<file path="config.mk">
export PLATFORM = sky130hd
export DESIGN_NAME = step_detector
export DESIGN_NICKNAME = d
export VERILOG_FILES = /design/src/rtl/pedo_pkg.sv /design/src/rtl/moving_avg4.sv /design/src/rtl/step_detector.sv
export SDC_FILE = /design/constraint.sdc
export NUM_CORES = 1
export LEC_CHECK = 0
export ABC_AREA = 1
export ABC_CLOCK_PERIOD_IN_PS = 3600
export BUFFER_PORTS_ARGS = -buffer_cell sky130_fd_sc_hd__buf_4
export CAP_MARGIN = 25
export CORE_MARGIN = 1
export CORE_UTILIZATION = 54
export CTS_CLUSTER_DIAMETER = 200
export DETAILED_ROUTE_END_ITERATION = 12
export GPL_ROUTABILITY_DRIVEN = 1
export HOLD_SLACK_MARGIN = 0.05
export MAX_ROUTING_LAYER = met4
export PLACE_DENSITY = 0.77
export SKIP_CTS_REPAIR_TIMING = 1
export SYNTH_ARGS = -nofsm -noshare
export SYNTH_HDL_FRONTEND = slang
export SYNTH_SLANG_ARGS = --single-unit
</file>
<file path="constraint.sdc">
create_clock -name clk -period 3.6 [get_ports clk]
set_input_delay 0.18 -clock clk [delete_from_list [all_inputs] [get_ports clk]]
set_output_delay 0.18 -clock clk [all_outputs]
set_load 0.05 [all_outputs]
</file>
<file path="src/rtl/pedo_pkg.sv">
// Shared definitions for the pedometer datapath: sample width, default
// detector tuning and the step-detector state encoding.
package pedo_pkg;

   localparam int unsigned DATA_W        = 10;
   localparam int unsigned DEF_HI_THRESH = 600;
   localparam int unsigned DEF_LO_THRESH = 400;
   localparam int unsigned DEF_MIN_GAP   = 8;
   localparam int unsigned DEF_CNT_W     = 16;

   typedef logic [1:0] state_t;

   localparam state_t WARMUP = 2'd0;
   localparam state_t LOW    = 2'd1;
   localparam state_t HIGH   = 2'd2;

endpackage

</file>
<file path="src/rtl/moving_avg4.sv">
// 4-tap moving average over accepted samples. filt_next is the average the
// current sample would produce; filt_q holds the last committed average.
module moving_avg4 #(
   parameter int unsigned DATA_W = pedo_pkg::DATA_W
) (
   input  logic              clk,
   input  logic              rst_n,
   input  logic              clear,
   input  logic              valid,
   input  logic [DATA_W-1:0] sample,
   output logic [DATA_W-1:0] filt_next,
   output logic [DATA_W-1:0] filt_q
);

   localparam int unsigned SUM_W = DATA_W + 2;

   // win_q[0] is the most recent accepted sample
   logic [DATA_W-1:0] win_q [3];
   logic [DATA_W-1:0] win_d [3];
   logic [DATA_W-1:0] filt_d;
   logic [SUM_W-1:0]  sum;

   assign sum = {2'b00, sample} + {2'b00, win_q[0]} + {2'b00, win_q[1]} + {2'b00, win_q[2]};
   assign filt_next = sum[SUM_W-1:2];

   always_comb begin
      win_d[0] = win_q[0];
      win_d[1] = win_q[1];
      win_d[2] = win_q[2];
      filt_d   = filt_q;
      if (clear) begin
         win_d[0] = '0;
         win_d[1] = '0;
         win_d[2] = '0;
         filt_d   = '0;
      end else if (valid) begin
         win_d[0] = sample;
         win_d[1] = win_q[0];
         win_d[2] = win_q[1];
         filt_d   = filt_next;
      end
   end

   always_ff @(posedge clk or negedge rst_n) begin
      if (!rst_n) begin
         win_q[0] <= '0;
         win_q[1] <= '0;
         win_q[2] <= '0;
         filt_q   <= '0;
      end else begin
         win_q[0] <= win_d[0];
         win_q[1] <= win_d[1];
         win_q[2] <= win_d[2];
         filt_q   <= filt_d;
      end
   end

endmodule

</file>
<file path="src/rtl/step_detector.sv">
// Pedometer step detector: smooths the node output, counts rising threshold
// crossings with hysteresis and a minimum inter-step gap, saturating count.
module step_detector
   import pedo_pkg::*;
#(
   parameter int unsigned DATA_W    = pedo_pkg::DATA_W,
   parameter int unsigned HI_THRESH = pedo_pkg::DEF_HI_THRESH,
   parameter int unsigned LO_THRESH = pedo_pkg::DEF_LO_THRESH,
   parameter int unsigned MIN_GAP   = pedo_pkg::DEF_MIN_GAP,
   parameter int unsigned CNT_W     = pedo_pkg::DEF_CNT_W
) (
   input  logic              clk,
   input  logic              rst_n,
   input  logic              node_valid,
   input  logic [DATA_W-1:0] node_result,
   input  logic              clear,
   output logic              step_pulse,
   output logic              suppressed_pulse,
   output logic [CNT_W-1:0]  step_count,
   output logic              count_sat,
   output logic [DATA_W-1:0] filt_out
);

   localparam int unsigned GAP_W = (MIN_GAP > 0) ? $clog2(MIN_GAP + 1) : 1;

   localparam logic [DATA_W-1:0] HiT       = DATA_W'(HI_THRESH);
   localparam logic [DATA_W-1:0] LoT       = DATA_W'(LO_THRESH);
   localparam logic [GAP_W-1:0]  GapInit   = GAP_W'(MIN_GAP);
   localparam logic [CNT_W-1:0]  CntMax    = {CNT_W{1'b1}};
   localparam logic [2:0]        FillLast  = 3'd3;

   logic [DATA_W-1:0] filt_next;
   logic [DATA_W-1:0] filt_q;

   state_t           state_q, state_d;
   logic [2:0]       fill_q, fill_d;
   logic [GAP_W-1:0] gap_q, gap_d;
   logic [CNT_W-1:0] count_q, count_d;
   logic             sat_q, sat_d;
   logic             step_q, step_d;
   logic             supp_q, supp_d;

   logic eval_low;
   logic rise;
   logic fall;

   moving_avg4 #(
      .DATA_W (DATA_W)
   ) u_avg (
      .clk       (clk),
      .rst_n     (rst_n),
      .clear     (clear),
      .valid     (node_valid),
      .sample    (node_result),
      .filt_next (filt_next),
      .filt_q    (filt_q)
   );

   // The accept that completes the window is judged as if already in LOW
   assign eval_low = (state_q == LOW) || ((state_q == WARMUP) && (fill_q == FillLast));
   assign rise     = (filt_next >= HiT);
   assign fall     = (filt_next <= LoT);

   always_comb begin
      state_d = state_q;
      fill_d  = fill_q;
      gap_d   = gap_q;
      count_d = count_q;
      sat_d   = sat_q;
      step_d  = 1'b0;
      supp_d  = 1'b0;
      if (clear) begin
         state_d = WARMUP;
         fill_d  = '0;
         gap_d   = '0;
         count_d = '0;
         sat_d   = 1'b0;
      end else if (node_valid) begin
         if (state_q == WARMUP) begin
            fill_d = fill_q + 3'd1;
         end
         if (gap_q != '0) begin
            gap_d = gap_q - 1'b1;
         end
         if (eval_low) begin
            if (rise) begin
               state_d = HIGH;
               if (gap_q == '0) begin
                  step_d = 1'b1;
                  gap_d  = GapInit;
                  if (count_q != CntMax) begin
                     count_d = count_q + 1'b1;
                  end
                  if (count_d == CntMax) begin
                     sat_d = 1'b1;
                  end
               end else begin
                  supp_d = 1'b1;
               end
            end else begin
               state_d = LOW;
            end
         end else if ((state_q == HIGH) && fall) begin
            state_d = LOW;
         end
      end
   end

   always_ff @(posedge clk or negedge rst_n) begin
      if (!rst_n) begin
         state_q <= WARMUP;
         fill_q  <= '0;
         gap_q   <= '0;
         count_q <= '0;
         sat_q   <= 1'b0;
         step_q  <= 1'b0;
         supp_q  <= 1'b0;
      end else begin
         state_q <= state_d;
         fill_q  <= fill_d;
         gap_q   <= gap_d;
         count_q <= count_d;
         sat_q   <= sat_d;
         step_q  <= step_d;
         supp_q  <= supp_d;
      end
   end

   assign step_pulse       = step_q;
   assign suppressed_pulse = supp_q;
   assign step_count       = count_q;
   assign count_sat        = sat_q;
   assign filt_out         = filt_q;

endmodule

</file>
# == Yosys cells after proc, flatten, opt, wreduce, memory -nomap -nowiden ==
# Cells that the tools add are included.
# totals
register_bits,68
latchBits,0
ram_bits,0
romBits,0
inputBits,14
output_inout_bits,29
word_cells,86
n_memories,0
# op_classes
addsub,6
n_mul,0
n_div,0
magnitude_cmp,2
n_eq_ne,5
shifts,0
muxes,45
bitwise,0
reduce_logical,17
# ops
cell,n
2-to-1 mux 16 bit,11
2-to-1 mux 30 bit,2
adder 12 x 10 -> 12 bit,2
2-to-1 mux 4 bit,6
2-to-1 mux 10 bit,2
adder 16 x 1 -> 16 bit (second input constant),1
equality test 16 bit (second input constant),1
2-to-1 mux 1 bit,16
inequality test 16 bit (second input constant),1
nonzero test 2 bit,6
adder 10 x 10 -> 11 bit,1
greater-or-equal comparator 10 bit (second input constant),1
less-or-equal comparator 10 x 9 -> 1 bit (second input constant),1
2-to-1 mux 2 bit,5
2-to-1 mux 3 bit,3
AND reduction 5 bit,1
logical NOT 4 bit,1
AND reduction 2 bit,2
AND reduction 4 bit,1
nonzero test 4 bit,1
subtractor 4 x 1 -> 4 bit (second input constant),1
adder 3 x 1 -> 3 bit (second input constant),1
equality test 3 x 2 -> 1 bit (second input constant),1
nonzero test 3 bit,1
5 further kinds,6

# == Longest topological paths before layout ==
# Gate-level depths: netlist of the first run.
# depth
word_depth,15
depth_mapped,27
mapped_depth_nobuf,27

# == Hierarchy ==
# Synthesis of the first run repeated with hierarchy kept, for this count alone.
# unflattened
cells_unflattened,553
hier_area_um2,4516.8
# by_module_without_submodules
module,n_inst,cells_each,area_each_um2,seq_area_each_um2
moving_avg4,1,279,2642.5,1001.0
step_detector,1,274,1874.3,700.7

# == Least setup slack after synthesis of the first run ==
# Ideal clock, no wire load.
# synth_path
path_kind,register to register
startpoint,reg u_avg.win_q[20] (netlist bit)
endpoint,"reg count_q[14], in the netlist step_count[14]"
setup_time_ps,130
arrival_time_ps,3662
required_time_ps,3470
path_slack_ps,-191
stages_incl_launch_ff,25
n_path_buf,1
synth_period_minus_slack_ps,3791
cell_sequence,dfrtp_1 -> ha_1 -> fa_1 -> nand3_1 -> nand2_1 -> a21oi_1 -> o21bai_1 -> a21o_1 -> nand2_1 -> nand2_1 -> xor2_1 -> fa_1 -> inv_1 -> ha_1 -> nand2_1 -> inv_1 -> a21oi_1 -> nand4_1 -> nand2_1 -> nor2_2 -> a21oi_4 -> nand2_4 -> buf_4 -> nand2_4 -> o22ai_1
# synth_via
elab_chain_cells,6
# synth_rtl
item,line,text
"start, declared",moving_avg4.sv:18,logic [DATA_W-1:0] win_q [3];
adder 10 x 10 -> 11 bit,moving_avg4.sv:23,"assign sum = {2'b00, sample} + {2'b00, win_q[0]} + {2'b00, win_q[1]} + {2'b00, win_q[2]};"
adder 12 x 10 -> 12 bit (2 in series),moving_avg4.sv:23,
greater-or-equal comparator 10 bit,step_detector.sv:61,assign rise = (filt_next >= HiT);
nonzero test 2 bit (no source line),n/a,
AND reduction 4 bit (no source line),n/a,
"end signal, assigned",step_detector.sv:122,count_q <= count_d;
"end, declared",step_detector.sv:38,"logic [CNT_W-1:0] count_q, count_d;"
# Every way passes these cells.
# A chain may end at the register's enable or synchronous reset.

# == Final worst setup path of the first run ==
# layout_path
startpoint,reg u_avg.win_q[20] (netlist bit)
endpoint,"reg count_q[10], in the netlist step_count[10]"
# Same word-level chain as after synthesis.

==> run_results.csv, run 1 <==
group,metric,value,unit
yosys,ys_ff_latch,68,
finish,layout_common_cells,"nand2_1 (115), inv_1 (91), buf_4 (71)",
power_and_ir_drop,power_frac_comb,34.8,%
clock_network,root_buffer,"clkbuf_8",
yosys,synth_area,0.00456,mm²
worst_setup_path,r2r-end,"step_count[10]",
floorplanning,dieWidth,93.9,µm
worst_hold_path,worstHoldStart,"node_result[8]",
sta,max_slew_margin,42.4,%
yosys,yosys_warnings,0,
power_and_ir_drop,power_frac_seq,37.8,%
finish,final_common_cell,"nand2_1",
worst_setup_path,crit_top_cell,"nand2_2",
detailed_routing,ant_nets,0,
power_and_ir_drop,powerDensity,399,mW/mm²
power_and_ir_drop,vdd_ir_drop_max,254,µV
yosys,yosysTopAreaCell,"dfrtp_1",
yosys,netlist_instances,586,
floorplanning,die_area,0.00881,mm²
run,drv_cap,0,
finish,fillerInstances,662,
placed_design,io_buffer_count,42,
placed_design,hpwl,7500,µm
detailed_routing,firstDrtPassIters,4,
outcome,status,"complete, but fails checks",
placed_design,place_congestion,0.926,
clock_network,clk_pin_slew_worst_paths,70,ps
yosys,synth_area_leaders,"dfrtp_1 (37%), nand2_1 (11%), inv_1 (7.8%), ha_1 (6.9%), fa_1 (4.8%)",
finish,drive_gt1_share,26.2,%
power_and_ir_drop,p_int,1.45,mW
detailed_routing,drt-total-wl,10700,µm
sta,setup_slack,-351,ps
placed_design,place_ws,-405,ps
yosys,post_synth.cell_area_avg,7.78,µm²
clock_network,cts_buffers,9,
grt,grt_max_degree,69,
sta,fin_skew,10.8,ps
finish,multi_input_area,0.00263,mm²
worst_setup_path,reg2regPathDepth,25,
sta,rsz0062_at_grt,"yes",
worst_setup_path,rrSetupSlack,-350,ps
floorplanning,ioPinCount,43,
yosys,ys_seq_area_share,37.3,%
grt,grt_pass1_vias,3976,
worst_setup_path,worst_path_largest_cell_delay,500,ps
worst_setup_path,r2r_start,"u_avg.win_q[20]",
power_and_ir_drop,swShare,35.2,%
clock_network,cts_tree,"built",
floorplanning,num_rows,33,
clock_network,cts.sinks,68,
floorplanning,start_util,55.8,%
grt,grt-ovfl-total,0,
clock_network,cts_max_level,3,
clock_network,insertion_delay,360,ps
outcome,violations,"negative setup slack",
worst_hold_path,hold_end,"u_avg.win_q[28]",
detailed_routing,wl_per_cell,13.9,µm
power_and_ir_drop,power.leakage,2.86,nW
worst_setup_path,worst-path-max-fanout,9,
floorplanning,die_h,93.9,µm
detailed_routing,drc,0,
yosys,ys_types,39,
worst_setup_path,cp.arrival,4200,ps
worst_setup_path,endpoint_kind,"flip-flop",
worst_hold_path,worstHoldPathType,"in2reg",
finish,regArea,0.00170,mm²
sta,timing.final.max_slew_violations,0,
sta,min_period_over_period,110,%
grt,grt_use_total,26.6,%
worst_setup_path,crit_family,"adder cells",
sta,hold_viol_final,0,
sta,fin_setup_tns,-7450,ps
sta,worstMarginPinSlew,864,ps
worst_setup_path,cp_slowest_cell,"fa_1",
power_and_ir_drop,total_power,2.23,mW
worst_setup_path,cp_num_buf_inv,2,
worst_setup_path,path_class,"reg2reg",
power_and_ir_drop,switchingPower,0.786,mW
finish,syn_to_final_growth,22.8,%
detailed_routing,viasPerCell,5.29,
finish,antennaDiodeCount,0,
clock_network,clk_path_buf_depth,2,
grt,antenna_found_initial,0,
worst_setup_path,required,3850,ps
finish,nNetsFinal,711,
power_and_ir_drop,pwr-share-clk,27.4,%
detailed_routing,via_count,4074,
sta,fin_crit,3950,ps
sta,max_freq,253,MHz
sta,setup_violations,26,
grt,grt_pass1_wl,17800,µm
detailed_routing,drtIter0Drc,249,
floorplanning,core_area,0.00818,mm²
yosys,synthesis.nets,636,
worst_hold_path,hold_depth,3,
worst_setup_path,critPathLaunchType,"flip-flop",
yosys,yosys.area.top_type_share,37.3,%
## per-stage QoR
| stage | hold slack, ps | util (%) | std cells | area, µm² |
|---|---|---|---|---|
| 6_report | 41.9 | 68.5 | 770 | 5600 |
| 4_1_cts | -28.5 | 65.4 | 763 | 5350 |
| 3_3_place_gp | 343 | 63.1 | 748 | 5160 |
| 5_1_grt | 68.7 | 68.5 | 770 | 5600 |
| 3_5_place_dp | 354 | 63.1 | 748 | 5160 |
| 2_1_floorplan | -116 | - | 586 | 4590 |
## Yosys cell counts, drive strengths merged
library cell / number
fa: 11
nand3b: 2
a31oi: 2
clkbuf: 8
nand4: 6
nand3: 40
o21ai: 35
nor2: 54
nand2: 150
inv: 98
clkinv: 2
nor3: 7
a21o: 1
o211ai: 1
a22o: 4
ha: 25
a211oi: 1
xor2: 11
xnor2: 9
o21bai: 2
and2: 1
nor3b: 2
o22ai: 22
dfrtp: 68
a21oi: 20
buf: 4
## state kept, by name, indices dropped and copies added, names as in the netlist
name              cells
u_avg.win_q          30
step_count           16
u_avg.filt_q         10
gap_q                 4
fill_q                3
state_q               2
count_sat             1
step_pulse            1
suppressed_pulse      1
## cells by family (layout without fill, tap and decap cells)
group / after synthesis / after routing / share of synthesized area, %
buf+inv: 112 / 190 / 9.85
fa+ha+maj: 36 / 36 / 11.7
flops: 68 / 68 / 37.3
xor+xnor: 20 / 20 / 3.84
simple gates: 262 / 263 / 26.0
compound gates: 88 / 88 / 11.3
## routing by layer
| metal | track usage (%) | part of all wire (%) | vias up |
|---|---|---|---|
| li1 | - | - | 2022 |
| met1 | 32.5 | 46 | 1923 |
| met2 | 44.0 | 47 | 104 |
| met3 | 4.53 | 5.0 | 25 |
| met4 | 10.1 | 2.2 | 0 |
| met5 | - | 0 | - |
## power by group through the flow
stage	Combinational (mW)	Sequential, mW	Clock [mW]
after floorplan	0.429	0.900	0
after global placement	0.680	0.855	0
after detailed placement	0.697	0.859	0
after CTS	0.704	0.844	0.618
after global routing	0.867	0.852	0.647
final	0.777	0.845	0.611
## cell type report
type                    instances  share of cell area, %
clock inverters                 1                 0.0894
clock buffers                  14                   3.26
repair buffers                 75                   10.3
multi-input cells             407                   46.9
inverters                     100                   6.75
flip-flops and latches         68                   30.4
well taps                     105                   2.35
## worst max-delay path by stage
stage / cells after the start / to / slack (ps) / start
2_1_floorplan: 25 / step_count[14] / -50 / u_avg.win_q[20]
3_3_place_gp: 23 / step_count[15] / -250 / u_avg.win_q[20]
3_5_place_dp: 23 / step_count[6] / -410 / u_avg.win_q[20]
4_1_cts: 23 / step_count[6] / -470 / u_avg.win_q[20]
5_1_grt: 25 / step_count[1] / -530 / u_avg.win_q[20]
6_report: 25 / step_count[10] / -350 / u_avg.win_q[20]
## tightest hold or removal path, cell delays in order
cell and delay, ps:
buf_4 90, nand2_1 40, o21ai_0 60
No activity file was read; power rests on OpenSTA's default activity.
==> run 2, diff against run 1 <==
SKIP_LAST_GASP = 1   (was default)
==> run_results.csv, run 2 (synthesized netlist as in run 1, its figures left out) <==
group,metric,value,unit
outcome,status,"complete, but fails checks",
outcome,violations,"negative setup slack",
grt,grt_pass1_vias,3976,
clock_network,cts_tree,"built",
sta,worstMarginPinSlew,859,ps
placed_design,dpl_cell_area,0.00516,mm²
detailed_routing,drtIter0Drc,223,
clock_network,root_buffer,"clkbuf_8",
detailed_routing,viasPerCell,5.32,
worst_setup_path,required,3840,ps
clock_network,cts_max_level,3,
sta,max_freq,252,MHz
power_and_ir_drop,power.leakage,2.87,nW
power_and_ir_drop,vdd_ir_drop_max,254,µV
finish,fin_cells,770,
sta,min_period_over_period,110,%
placed_design,io_buffer_count,42,
finish,layout_common_cells,"nand2_1 (115), inv_1 (92), buf_4 (71)",
finish,utilization,68.5,%
finish,final_common_cell,"nand2_1",
clock_network,clk_pin_slew_worst_paths,70,ps
floorplanning,core_area,0.00818,mm²
sta,fin_skew,11.4,ps
worst_setup_path,critPathLaunchType,"flip-flop",
run,drv_cap,0,
placed_design,hpwl,7500,µm
detailed_routing,drc,0,
power_and_ir_drop,powerDensity,399,mW/mm²
detailed_routing,ant_nets,0,
worst_setup_path,path_class,"reg2reg",
worst_hold_path,worstHoldPathType,"in2reg",
power_and_ir_drop,total_power,2.23,mW
detailed_routing,via_count,4095,
grt,grt_pass1_wl,17800,µm
clock_network,cts_buffers,9,
sta,setup_violations,26,
finish,syn_to_final_growth,22.8,%
finish,largest_reg_flops,30,
clock_network,insertion_delay,350,ps
finish,regMostFlops,"u_avg.win_q",
floorplanning,die_h,93.9,µm
worst_setup_path,worst-path-max-fanout,9,
sta,max_slew_margin,42.7,%
grt,grt_max_degree,69,
floorplanning,die_area,0.00881,mm²
worst_setup_path,endpoint_kind,"flip-flop",
clock_network,cts.sinks,68,
worst_setup_path,cp.arrival,4210,ps
floorplanning,ioPinCount,43,
sta,fin_crit,3960,ps
sta,timing.final.max_slew_violations,0,
floorplanning,num_rows,33,
grt,grt_use_total,26.6,%
placed_design,place_congestion,0.926,
floorplanning,start_util,55.8,%
clock_network,clk_path_buf_depth,2,
sta,rsz0062_at_grt,"yes",
finish,drive_gt1_share,26.0,%
detailed_routing,wl_per_cell,13.9,µm
detailed_routing,drt-total-wl,10700,µm
finish,nNetsFinal,711,
sta,setup_slack,-365,ps
detailed_routing,firstDrtPassIters,5,
placed_design,place_ws,-405,ps
placed_design,dpl.cell_count,748,
sta,hold_viol_final,0,
finish,finalInstanceArea,0.00560,mm²
grt,antenna_found_initial,0,
grt,grt-ovfl-total,0,
finish,antennaDiodeCount,0,
floorplanning,dieWidth,93.9,µm
run 2: cell counts in the layout (fill, tap and decap cells not counted):
Identical to the previous run, type by type.
run 2: where the power goes:
| part | internal, mW | leakage [nW] | switching [mW] | total, mW |
|---|---|---|---|---|
| combinational | 0.313 | 1.84 | 0.465 | 0.778 |
| clock | 0.321 | 0.0986 | 0.288 | 0.609 |
| sequential | 0.812 | 0.929 | 0.0325 | 0.845 |
| total | 1.45 | 2.87 | 0.785 | 2.23 |
run 2: path summary, 6_finish.rpt:
check,startpoint,end,slack [ps],depth (start not counted)
min in group asynchronous,rst_n,u_avg.filt_q[0],480,2
hold reg to reg,u_avg.filt_q[8],u_avg.filt_q[8],490,2
max in group asynchronous,rst_n,gap_q[1],2550,2
setup reg to reg,u_avg.win_q[20],step_count[10],-360,25
setup / recovery,u_avg.win_q[20],step_count[10],-360,25
hold / removal,node_result[8],u_avg.win_q[28],50,3
run 2: through the flow:
step | TNS (ps) | hold slack [ps]
finish | -7680 | 48.5
global route | -11990 | 68.7
CTS | -9660 | -28.5
global placement | -4660 | 343
detailed placement | -8150 | 354
floorplan | -810 | -116
run 2: layout make-up:
cell class                 instances  area (µm²)
multi-input combinational        407        2630
fill                             662        2580
sequential                        68        1700
timing repair buffer              75         576
inverter                         100         378
clock buffer                      14         183
tap                              105         131
clock inverter                     1        5.00
run 2: worst max-delay path, stage by stage (launching register included):
cell and delay [ps]:
dfrtp_1 390, ha_2 190, fa_2 350, nand3_2 80, nand2_2 70, a21oi_2 160
o21bai_2 90, a21o_1 190, nand2_2 80, nand2_2 50, xor2_1 150, fa_1 500
inv_2 50, ha_4 300, nand2_4 70, nor2_4 120, nand3_2 100, nand3_2 110
nand2_2 50, nand2_2 90, nor2_4 50, a21oi_4 150, nand2_4 130, buf_6 170
nand3_1 70, nand2_1 80
run 2: layer usage:
layer | track usage, % | vias up | routed length [µm]
met3 | 4.53 | 27 | 502
met1 | 32.5 | 1933 | 4880
li1 | - | 2027 | -
met2 | 44.0 | 108 | 5050
met4 | 10.1 | 0 | 242
met5 | - | - | 0
